[src/rtl/fp_pkg.sv]
// Shared types and constants for the iterative floating-point multiplier:
// operand classes, FSM states, result flags and special-value encodings.
package fp_pkg;

  typedef enum logic [1:0] {
    CLS_ZERO,
    CLS_NORM,
    CLS_INF,
    CLS_NAN
  } op_class_e;

  typedef enum logic [1:0] {
    S_IDLE,
    S_MUL,
    S_FIN,
    S_DONE
  } state_e;

  typedef struct packed {
    logic nan;
    logic zero;
    logic overflow;
    logic underflow;
    logic inexact;
  } fp_flags_t;

  localparam int FP_MAX_W = 64;

  // Unsigned encodings; callers truncate to 1+exp_w+man_w and add the sign.
  function automatic logic [FP_MAX_W-1:0] fp_inf_bits(input int exp_w, input int man_w);
    return ((64'd1 << exp_w) - 64'd1) << man_w;
  endfunction

  function automatic logic [FP_MAX_W-1:0] fp_nan_bits(input int exp_w, input int man_w);
    return fp_inf_bits(exp_w, man_w) | (64'd1 << (man_w - 1));
  endfunction

  // Denormals land in CLS_ZERO: they are flushed, never multiplied.
  function automatic op_class_e fp_classify(input logic exp_zero, input logic exp_ones,
                                            input logic frac_zero);
    if (exp_zero)      return CLS_ZERO;
    else if (exp_ones) return frac_zero ? CLS_INF : CLS_NAN;
    else               return CLS_NORM;
  endfunction

endpackage

[src/rtl/mant_mul_iter.sv]
// Iterative M x M significand multiplier: retires STEP multiplier bits per
// cycle by shift-add, finishing in N = ceil(M/STEP) cycles after start.
module mant_mul_iter #(
  parameter int M    = 24,
  parameter int STEP = 4
) (
  input  logic           clk,
  input  logic           rst_n,
  input  logic           start,
  input  logic [M-1:0]   a_in,
  input  logic [M-1:0]   b_in,
  output logic           busy,
  output logic           done,
  output logic [2*M-1:0] prod
);

  localparam int N     = (M + STEP - 1) / STEP;
  localparam int MW    = N * STEP;
  localparam int CNT_W = (N > 1) ? $clog2(N) : 1;

  logic [2*M-1:0]   mcand_q, mcand_d;
  logic [2*M-1:0]   acc_q, acc_d;
  logic [2*M-1:0]   pp;
  logic [MW-1:0]    mplier_q, mplier_d;
  logic [CNT_W-1:0] cnt_q, cnt_d;
  logic             busy_q, busy_d;

  assign busy = busy_q;
  // High during the final iteration; prod is complete from the next cycle.
  assign done = busy_q && (cnt_q == CNT_W'(N - 1));
  assign prod = acc_q;

  always_comb begin
    pp = '0;
    for (int j = 0; j < STEP; j++) begin
      if (mplier_q[j]) pp = pp + (mcand_q << j);
    end
  end

  always_comb begin
    // NOTE: every _d starts from its _q so no path leaves it unassigned (no latch).
    mcand_d  = mcand_q;
    mplier_d = mplier_q;
    acc_d    = acc_q;
    cnt_d    = cnt_q;
    busy_d   = busy_q;
    if (start) begin
      mcand_d  = (2*M)'(a_in);
      mplier_d = MW'(b_in);
      acc_d    = '0;
      cnt_d    = '0;
      busy_d   = 1'b1;
    end else if (busy_q) begin
      acc_d    = acc_q + pp;
      mcand_d  = mcand_q << STEP;
      mplier_d = mplier_q >> STEP;
      cnt_d    = cnt_q + 1'b1;
      if (done) busy_d = 1'b0;
    end
  end

  // NOTE: sequential state uses non-blocking assignments only.
  always_ff @(posedge clk or negedge rst_n) begin
    if (!rst_n) begin
      mcand_q  <= '0;
      mplier_q <= '0;
      acc_q    <= '0;
      cnt_q    <= '0;
      busy_q   <= 1'b0;
    end else begin
      mcand_q  <= mcand_d;
      mplier_q <= mplier_d;
      acc_q    <= acc_d;
      cnt_q    <= cnt_d;
      busy_q   <= busy_d;
    end
  end

endmodule

[src/rtl/fp_mul_iter.sv]
// Sequential IEEE-754-style multiplier: classifies operands, resolves specials
// at capture, runs the iterative significand core, then normalises and rounds (RNE).
module fp_mul_iter
  import fp_pkg::*;
#(
  parameter int EXP_W = 8,
  parameter int MAN_W = 23,
  parameter int STEP  = 4
) (
  input  logic                   clk,
  input  logic                   rst_n,
  input  logic                   in_valid,
  output logic                   in_ready,
  input  logic [EXP_W+MAN_W:0]   a,
  input  logic [EXP_W+MAN_W:0]   b,
  output logic                   out_valid,
  input  logic                   out_ready,
  output logic [EXP_W+MAN_W:0]   z,
  output logic                   nan,
  output logic                   zero,
  output logic                   overflow,
  output logic                   underflow,
  output logic                   inexact
);

  localparam int W    = 1 + EXP_W + MAN_W;
  localparam int M    = MAN_W + 1;
  localparam int EW   = EXP_W + 2;
  localparam int BIAS = 2**(EXP_W - 1) - 1;

  localparam logic [W-1:0]         Z_NAN = W'(fp_nan_bits(EXP_W, MAN_W));
  localparam logic [W-1:0]         Z_INF = W'(fp_inf_bits(EXP_W, MAN_W));
  localparam logic signed [EW-1:0] E_MAX = EW'(2**EXP_W - 1);

  logic             sa, sb;
  logic [EXP_W-1:0] ea, eb;
  logic [MAN_W-1:0] fa, fb;
  op_class_e        cls_a, cls_b;

  assign {sa, ea, fa} = a;
  assign {sb, eb, fb} = b;
  assign cls_a = fp_classify(ea == '0, &ea, fa == '0);
  assign cls_b = fp_classify(eb == '0, &eb, fb == '0);

  state_e                state_q, state_d;
  logic                  sign_q, sign_d;
  logic signed [EW-1:0]  exp_q, exp_d;
  logic [W-1:0]          z_q, z_d;
  fp_flags_t             flags_q, flags_d;
  logic                  out_valid_q, out_valid_d;
  logic                  in_ready_q, in_ready_d;

  logic                  mul_start, mul_busy, mul_done;
  logic [2*M-1:0]        prod;

  mant_mul_iter #(
    .M    (M),
    .STEP (STEP)
  ) u_mant (
    .clk   (clk),
    .rst_n (rst_n),
    .start (mul_start),
    .a_in  ({1'b1, fa}),
    .b_in  ({1'b1, fb}),
    .busy  (mul_busy),
    .done  (mul_done),
    .prod  (prod)
  );

  // Normalise and round the finished product.
  logic                 hi, guard, sticky, inc, carry;
  logic [MAN_W-1:0]     frac_t, frac_r;
  logic signed [EW-1:0] e_r;
  logic [W-1:0]         fin_z;
  fp_flags_t            fin_flags;

  always_comb begin
    hi        = prod[2*M-1];
    frac_t    = hi ? prod[2*M-2 -: MAN_W] : prod[2*M-3 -: MAN_W];
    guard     = hi ? prod[M-1] : prod[M-2];
    sticky    = hi ? |prod[M-2:0] : |prod[M-3:0];
    inc       = guard & (sticky | frac_t[0]);
    {carry, frac_r} = {1'b0, frac_t} + (MAN_W + 1)'(inc);
    e_r       = exp_q + EW'(hi) + EW'(carry);
    fin_flags = '0;
    if (e_r >= E_MAX) begin
      fin_z              = {sign_q, Z_INF[W-2:0]};
      fin_flags.overflow = 1'b1;
      fin_flags.inexact  = 1'b1;
    end else if (e_r <= $signed(EW'(0))) begin
      fin_z               = {sign_q, {(W-1){1'b0}}};
      fin_flags.underflow = 1'b1;
      fin_flags.zero      = 1'b1;
      fin_flags.inexact   = 1'b1;
    end else begin
      fin_z             = {sign_q, e_r[EXP_W-1:0], frac_r};
      fin_flags.inexact = guard | sticky;
    end
  end

  logic any_nan, any_inf, any_zero;
  assign any_nan  = (cls_a == CLS_NAN) || (cls_b == CLS_NAN);
  assign any_inf  = (cls_a == CLS_INF) || (cls_b == CLS_INF);
  assign any_zero = (cls_a == CLS_ZERO) || (cls_b == CLS_ZERO);

  always_comb begin
    state_d     = state_q;
    sign_d      = sign_q;
    exp_d       = exp_q;
    z_d         = z_q;
    flags_d     = flags_q;
    out_valid_d = out_valid_q;
    in_ready_d  = in_ready_q;
    mul_start   = 1'b0;
    case (state_q)
      S_IDLE: begin
        if (in_valid && in_ready_q) begin
          flags_d    = '0;
          in_ready_d = 1'b0;
          sign_d     = sa ^ sb;
          if (any_nan || (any_inf && any_zero)) begin
            z_d         = Z_NAN;
            flags_d.nan = 1'b1;
            state_d     = S_DONE;
            out_valid_d = 1'b1;
          end else if (any_inf) begin
            z_d         = {sa ^ sb, Z_INF[W-2:0]};
            state_d     = S_DONE;
            out_valid_d = 1'b1;
          end else if (any_zero) begin
            z_d          = {sa ^ sb, {(W-1){1'b0}}};
            flags_d.zero = 1'b1;
            state_d      = S_DONE;
            out_valid_d  = 1'b1;
          end else begin
            exp_d     = EW'(ea) + EW'(eb) - EW'(BIAS);
            mul_start = 1'b1;
            state_d   = S_MUL;
          end
        end
      end
      // An idle core in MUL only follows a glitch; fall through rather than hang.
      S_MUL: if (mul_done || !mul_busy) state_d = S_FIN;
      S_FIN: begin
        z_d         = fin_z;
        flags_d     = fin_flags;
        out_valid_d = 1'b1;
        state_d     = S_DONE;
      end
      S_DONE: begin
        if (out_ready) begin
          out_valid_d = 1'b0;
          in_ready_d  = 1'b1;
          state_d     = S_IDLE;
        end
      end
      default: state_d = S_IDLE;
    endcase
  end

  always_ff @(posedge clk or negedge rst_n) begin
    if (!rst_n) begin
      state_q     <= S_IDLE;
      sign_q      <= 1'b0;
      exp_q       <= '0;
      z_q         <= '0;
      flags_q     <= '0;
      out_valid_q <= 1'b0;
      in_ready_q  <= 1'b1;
    end else begin
      state_q     <= state_d;
      sign_q      <= sign_d;
      exp_q       <= exp_d;
      z_q         <= z_d;
      flags_q     <= flags_d;
      out_valid_q <= out_valid_d;
      in_ready_q  <= in_ready_d;
    end
  end

  assign in_ready  = in_ready_q;
  assign out_valid = out_valid_q;
  assign z         = z_q;
  assign nan       = flags_q.nan;
  assign zero      = flags_q.zero;
  assign overflow  = flags_q.overflow;
  assign underflow = flags_q.underflow;
  assign inexact   = flags_q.inexact;

endmodule

[config.mk]
export PLATFORM = sky130hd
export DESIGN_NAME = fp_mul_iter
export DESIGN_NICKNAME = d
export VERILOG_FILES = /design/src/rtl/fp_pkg.sv /design/src/rtl/mant_mul_iter.sv /design/src/rtl/fp_mul_iter.sv
export SDC_FILE = /design/constraint.sdc
export NUM_CORES = 1
export LEC_CHECK = 0
export ABC_AREA = 1
export ABC_CLOCK_PERIOD_IN_PS = 9130
export BUFFER_PORTS_ARGS = -buffer_cell sky130_fd_sc_hd__buf_2
export CAP_MARGIN = 20
export CORE_MARGIN = 5
export CORE_UTILIZATION = 30
export CTS_CLUSTER_DIAMETER = 50
export CTS_CLUSTER_SIZE = 8
export DETAILED_ROUTE_END_ITERATION = 16
export PLACE_DENSITY = 0.42
export SLEW_MARGIN = 20
export SYNTH_ARGS = -nofsm -noshare
export SYNTH_HDL_FRONTEND = slang
export SYNTH_SLANG_ARGS = --single-unit
export TNS_END_PERCENT = 5
[constraint.sdc]
create_clock -name clk -period 9.13 [get_ports clk]
set_clock_uncertainty 0.15 [all_clocks]
set_input_delay 0.4565 -clock clk [delete_from_list [all_inputs] [get_ports clk]]
set_output_delay 0.4565 -clock clk [all_outputs]
set_load 0.02 [all_outputs]
==> results of run 1 <==
-- critical path: cells and delay by family, from the launching register on --
family          cells  cell delay [ns]
fa+ha+maj           4             1.32
buf+inv            10             1.35
simple gates       21             3.68
compound gates     10             1.57
flops               1             0.45
-- area by class of cell --
cell class	count	area (um2)
clock buffer	20	447
timing repair buffer	198	1260
tap	959	1200
fill	8334	48000
clock inverter	12	120
inverter	485	1820
sequential	176	4410
multi-input combinational	2762	15300
-- cells by family after synthesis --
family	share of synthesized area
buffers and inverters	0.101
XOR/XNOR	0.0501
AND/OR/NAND/NOR	0.310
AO/OA/AOI/OAI	0.216
flip-flops	0.202
adder cells (fa/ha/maj)	0.122
multiplexers	0.000516
-- where the power goes --
group	switching (mW)	leakage (nW)	total (mW)	internal (mW)
registers	0.441	2.28	1.57	1.13
clock network	0.406	0.278	0.775	0.370
logic	4.23	9.43	6.44	2.21
total	5.07	12.0	8.78	3.71
-- sequential cells by signal, indices dropped and copies added (netlist names) --
| signal | count |
|---|---|
| inexact | 1 |
| overflow | 1 |
| out_valid | 1 |
| z | 32 |
| u_mant.prod | 48 |
| u_mant.mplier_q | 24 |
| u_mant.busy | 1 |
| state_q | 2 |
| exp_q | 10 |
| sign_q | 1 |
| underflow | 1 |
| u_mant.cnt_q | 3 |
| zero | 1 |
| nan | 1 |
| in_ready | 1 |
| u_mant.mcand_q | 48 |
-- metal layers --
metal	wire length [um]	share of wire	vias up	track usage
met5	0	0	-	0
met4	1570	0.018	0	0.0493
met3	3740	0.043	67	0.0280
met2	39400	0.45	458	0.354
met1	42500	0.49	10700	0.311
li1	-	-	12000	-
-- stage by stage --
| step | instances | cell area, um2 | hold WS (ns) |
|---|---|---|---|
| 6_report | 4612 | 24600 | 0.0476 |
| 5_1_grt | 4612 | 24600 | 0.0311 |
| 4_1_cts | 4610 | 24500 | 0.00295 |
| 3_5_place_dp | 4576 | 23900 | 0.312 |
| 3_3_place_gp | 4576 | 23900 | 0.312 |
| 2_1_floorplan | 3502 | 21800 | 0.0109 |
-- repair_timing --
item	4_1_cts	5_1_grt
gates resized for setup	0	18
hold buffers	2	0
endpoints found under the hold margin	63	0
setup endpoints to repair	0	20
buffers inserted	0	1
-- Yosys cell counts (42+ instances only) --
cell / count / area, um2
xor2_1: 71 / 622
nand3_1: 203 / 1020
ha_1: 203 / 2540
nor3_1: 52 / 260
o21ai_1: 60 / 300
dfrtp_1: 175 / 4380
o21ai_0: 263 / 1320
o22ai_1: 45 / 282
inv_1: 472 / 1770
xnor2_1: 54 / 473
a21oi_1: 287 / 1440
nand4_1: 42 / 263
nor2_1: 316 / 1190
nand2_1: 866 / 3250
-- how the worst max path moves through the flow --
stage	endpoint	from	cells past startpoint	slack (ns)
finish	u_mant.prod[45]	u_mant.mplier_q[0]	45	0.51
floorplan	u_mant.prod[46]	u_mant.mplier_q[0]	52	1.24
global placement	u_mant.prod[44]	u_mant.mplier_q[0]	45	0.16
detailed placement	u_mant.prod[44]	u_mant.mcand_q[0]	43	0.21
global route	u_mant.prod[44]	u_mant.mplier_q[0]	44	-0.02
CTS	u_mant.prod[44]	u_mant.mcand_q[0]	43	0.16
==> impl_metrics.env, run 1 <==
export IMPL_rows=99
export IMPL_cts_tree="yes"
export IMPL_hpwlAfterDp_um=71900
export IMPL_drtPass1Iterations=6
export IMPL_core_um2=72600
export IMPL_hold_viol=0
export IMPL_critPathKind="flip-flop to flip-flop"
export IMPL_grt_pass1_vias=22600
export IMPL_syn_area_per_cell_um2=6.24
export IMPL_die_area_um2=78300
export IMPL_grt_pass1_wl_um=133000
export IMPL_yosysWarningCount=0
export IMPL_cts_root_buf="clkbuf_16"
export IMPL_die_h_um=280
export IMPL_routed_wl_um=87200
export IMPL_gp_congestion=0.913
export IMPL_reg2reg_slack_ns=0.51
export IMPL_overflow=0
export IMPL_yosysSeqAreaShare=0.202
export IMPL_synthCells=3502
export IMPL_grt_antenna_before_repair=0
export IMPL_max_cap_violations=0
export IMPL_hold_start="a[1]"
export IMPL_fin_total_pwr_mw=8.78
export IMPL_die_w_um=280
export IMPL_r2r_end="u_mant.prod[45]"
export IMPL_period_share=0.944
export IMPL_finalSetupViolCount=0
export IMPL_dp_slack_ns=0.207
export IMPL_grt_use_total=0.218
export IMPL_start_kind="flip-flop"
export IMPL_worst_slew_pin_slew_ns=1.05
export IMPL_crit_arrival_ns=8.89
export IMPL_initial_core_util=0.301
export IMPL_wl_per_cell_um=18.9
export IMPL_ys_flop_type="dfrtp_1"
export IMPL_p_per_area_nw_per_um2=358
export IMPL_required_ns=9.40
export IMPL_port_buffers=106
export IMPL_grt_setup_unrepaired="true"
export IMPL_nets=3917
export IMPL_drive_gt1_frac=0.0901
export IMPL_drc=0
export IMPL_synth_edf_count=0
export IMPL_r2r_start="u_mant.mplier_q[0]"
export IMPL_cts_htree_levels=4
export IMPL_clkLatencyLatePin_ns=0.49
export IMPL_hold_class="primary input to flip-flop"
export IMPL_grt_max_degree=78
export IMPL_cpMostUsedCell="nand2_1"
export IMPL_viasPerCell=5.04
export IMPL_critPathCaptureType="flip-flop"
export IMPL_fin_util=0.338
export IMPL_syn_to_final_growth_pct=12.5
export IMPL_layout_commonest_cell="nand2_1"
export IMPL_syn_nets=3779
export IMPL_worstHoldPathCells=3
export IMPL_reg2reg_depth=45
export IMPL_n_antenna_cell=0
export IMPL_mostFrequentLayoutCells="865 x nand2_1, 470 x inv_1, 316 x nor2_1"
export IMPL_drt_iter0_markers=1631
export IMPL_ant_nets=0
export IMPL_ys_types=66
export IMPL_critPathMaxStageDelay_ns=0.50
export IMPL_vias=23200
export IMPL_peakVddDrop_uv=188
export IMPL_syn_area_um2=21800
export IMPL_relSlewSlack=0.302
export IMPL_crit_slowest_cell="nor4_1"
export IMPL_p_leak_nw=12.0
export IMPL_ys_ff_latch=176
export IMPL_finalSetupTns_ns=0
export IMPL_cts_sinks=176
export IMPL_setup_ws_ns=0.511
export IMPL_clockBufferDepth=2
export IMPL_async_flop_share=1.00
export IMPL_maxSlewViolCount=0
export IMPL_cts_buffers=17
export IMPL_min_period_ns=8.62
export IMPL_status="finished, final reports clean"
export IMPL_boundaryPins=107
export IMPL_hold_path_end="u_mant.mcand_q[1]"
export IMPL_clk_pin_slew_ns=0.09
export IMPL_fmax_mhz=116
export IMPL_path_max_fanout=29
No activity file was read; power rests on OpenSTA's default activity.
==> run 2, diff against run 1 <==
Settings changed: CELL_PAD_IN_SITES_DETAIL_PLACEMENT set to 2, CELL_PAD_IN_SITES_GLOBAL_PLACEMENT set to 2, PLACE_DENSITY 0.42 to 0.69.
==> run 2 against run 1 <==
Effect of this change: critical endpoint is now u_mant.prod[44]; core utilization up 0.68 points; design area is 2.0% higher; final cell count grew 0.46%; register-to-register slack worse by 0.11 ns; sequential cell count did not move; critical path type unchanged; routed wire length rose by 18%; non-clock buffer count is 21 higher; critical path depth increased by 2; count of clock-buffer cells in the layout fell by 2; die area did not move.
==> impl_metrics.env, run 2 (synthesis gave the netlist of run 1 again) <==
export IMPL_core_um2=72600
export IMPL_drtPass1Iterations=5
export IMPL_setup_ws_ns=0.400
export IMPL_hold_class="primary input to flip-flop"
export IMPL_nets=3938
export IMPL_grt_use_total=0.255
export IMPL_layout_commonest_cell="nand2_1"
export IMPL_cts_sinks=176
export IMPL_critPathKind="flip-flop to flip-flop"
export IMPL_viasPerCell=5.34
export IMPL_cts_htree_levels=4
export IMPL_critPathMaxStageDelay_ns=0.45
export IMPL_die_h_um=280
export IMPL_p_leak_nw=12.2
export IMPL_n_antenna_cell=0
export IMPL_cts_tree="yes"
export IMPL_hpwlAfterDp_um=85500
export IMPL_fillers=9092
export IMPL_dp_slack_ns=-0.768
export IMPL_grt_antenna_before_repair=1
export IMPL_crit_arrival_ns=8.91
export IMPL_die_area_um2=78300
export IMPL_critPathCaptureType="flip-flop"
export IMPL_initial_core_util=0.301
export IMPL_die_w_um=280
export IMPL_maxSlewViolCount=0
export IMPL_hold_viol=0
export IMPL_peakVddDrop_uv=171
export IMPL_syn_to_final_growth_pct=14.8
export IMPL_clockBufferDepth=2
export IMPL_required_ns=9.31
export IMPL_grt_max_degree=106
export IMPL_grt_pass1_wl_um=158000
export IMPL_cts_buffers=17
export IMPL_postPlaceCellArea_um2=23900
export IMPL_min_period_ns=8.73
export IMPL_worst_slew_pin_slew_ns=1.10
export IMPL_port_buffers=106
export IMPL_clkLatencyLatePin_ns=0.50
export IMPL_start_kind="flip-flop"
export IMPL_relSlewSlack=0.261
export IMPL_mostFrequentLayoutCells="861 x nand2_1, 469 x inv_1, 310 x nor2_1"
export IMPL_drc=0
export IMPL_fin_total_pwr_mw=9.32
export IMPL_period_share=0.956
export IMPL_fin_util=0.345
export IMPL_drive_gt1_frac=0.111
export IMPL_cts_root_buf="clkbuf_16"
export IMPL_drt_iter0_markers=1173
export IMPL_grt_pass1_vias=27000
export IMPL_status="finished, final reports clean"
export IMPL_overflow=0
export IMPL_clk_pin_slew_ns=0.09
export IMPL_boundaryPins=107
export IMPL_fmax_mhz=115
export IMPL_crit_slowest_cell="dfrtp_2"
export IMPL_ant_nets=0
export IMPL_gp_congestion=0.914
export IMPL_cpMostUsedCell="nand2_1"
export IMPL_rows=99
export IMPL_routed_wl_um=103000
export IMPL_wl_per_cell_um=22.2
export IMPL_p_per_area_nw_per_um2=372
export IMPL_path_max_fanout=22
export IMPL_final_area_um2=25100
export IMPL_finalSetupViolCount=0
export IMPL_max_cap_violations=0
export IMPL_vias=24700
[run 2: timing repair]
item,in CTS,in global routing
setup endpoints to repair,19,20
gates cloned,0,1
hold buffers,1,0
hold endpoints to repair,9,0
pin swaps,2,12
setup buffers,2,13
resized for setup,26,64
[run 2: worst paths after layout]
kind                               startpoint            endpoint  slack, ns  cells after the start
setup / recovery           u_mant.mplier_q[0]     u_mant.prod[44]       0.40                     47
hold / removal                           a[0]   u_mant.mcand_q[0]       0.03                      3
setup reg to reg           u_mant.mplier_q[0]     u_mant.prod[44]       0.40                     47
hold reg to reg                         z[14]               z[14]       0.34                      2
max in group asynchronous               rst_n  u_mant.mcand_q[16]       7.01                      4
min in group asynchronous               rst_n                z[4]       0.54                      2
[run 2: power breakdown]
part,internal (mW),total (mW),switching [mW]
Combinational,2.28,6.88,4.60
Clock,0.406,0.834,0.428
Sequential,1.13,1.61,0.477
Total,3.82,9.32,5.50
[run 2: cell type report]
| class | count | area (um2) | share of cell area |
|---|---|---|---|
| multi-input cells | 2762 | 15600 | 0.621 |
| flip-flops and latches | 176 | 4410 | 0.176 |
| inverters | 485 | 1820 | 0.0727 |
| repair buffers | 219 | 1440 | 0.0575 |
| well taps | 959 | 1200 | 0.0479 |
| clock buffers | 18 | 439 | 0.0175 |
| clock inverters | 14 | 191 | 0.00764 |
[run 2: critical path: cells and delay by family, from the launching register on]
kind	cells	cell delay [ns]
AO/OA/AOI/OAI	14	2.32
XOR/XNOR	2	0.32
adder cells (fa/ha/maj)	4	1.42
buffers and inverters	6	0.74
flip-flops	1	0.45
AND/OR/NAND/NOR	21	3.15
[run 2: per-layer routing]
metal | GRT usage | part of all wire | vias up
met5 | 0 | 0 | -
met4 | 0.0545 | 0.017 | 0
met3 | 0.0161 | 0.022 | 74
met2 | 0.440 | 0.47 | 306
met1 | 0.355 | 0.49 | 12300
li1 | - | - | 12000
[run 2: through the flow]
stage                     std cells  setup TNS, ns  hold slack [ns]
after global placement         4583          -2.73            0.314
after CTS                      4618              0          0.00405
after floorplan                3502              0           0.0109
after global routing           4633        -0.0737           0.0317
after detailed placement       4583          -5.86            0.325
final                          4633              0           0.0311
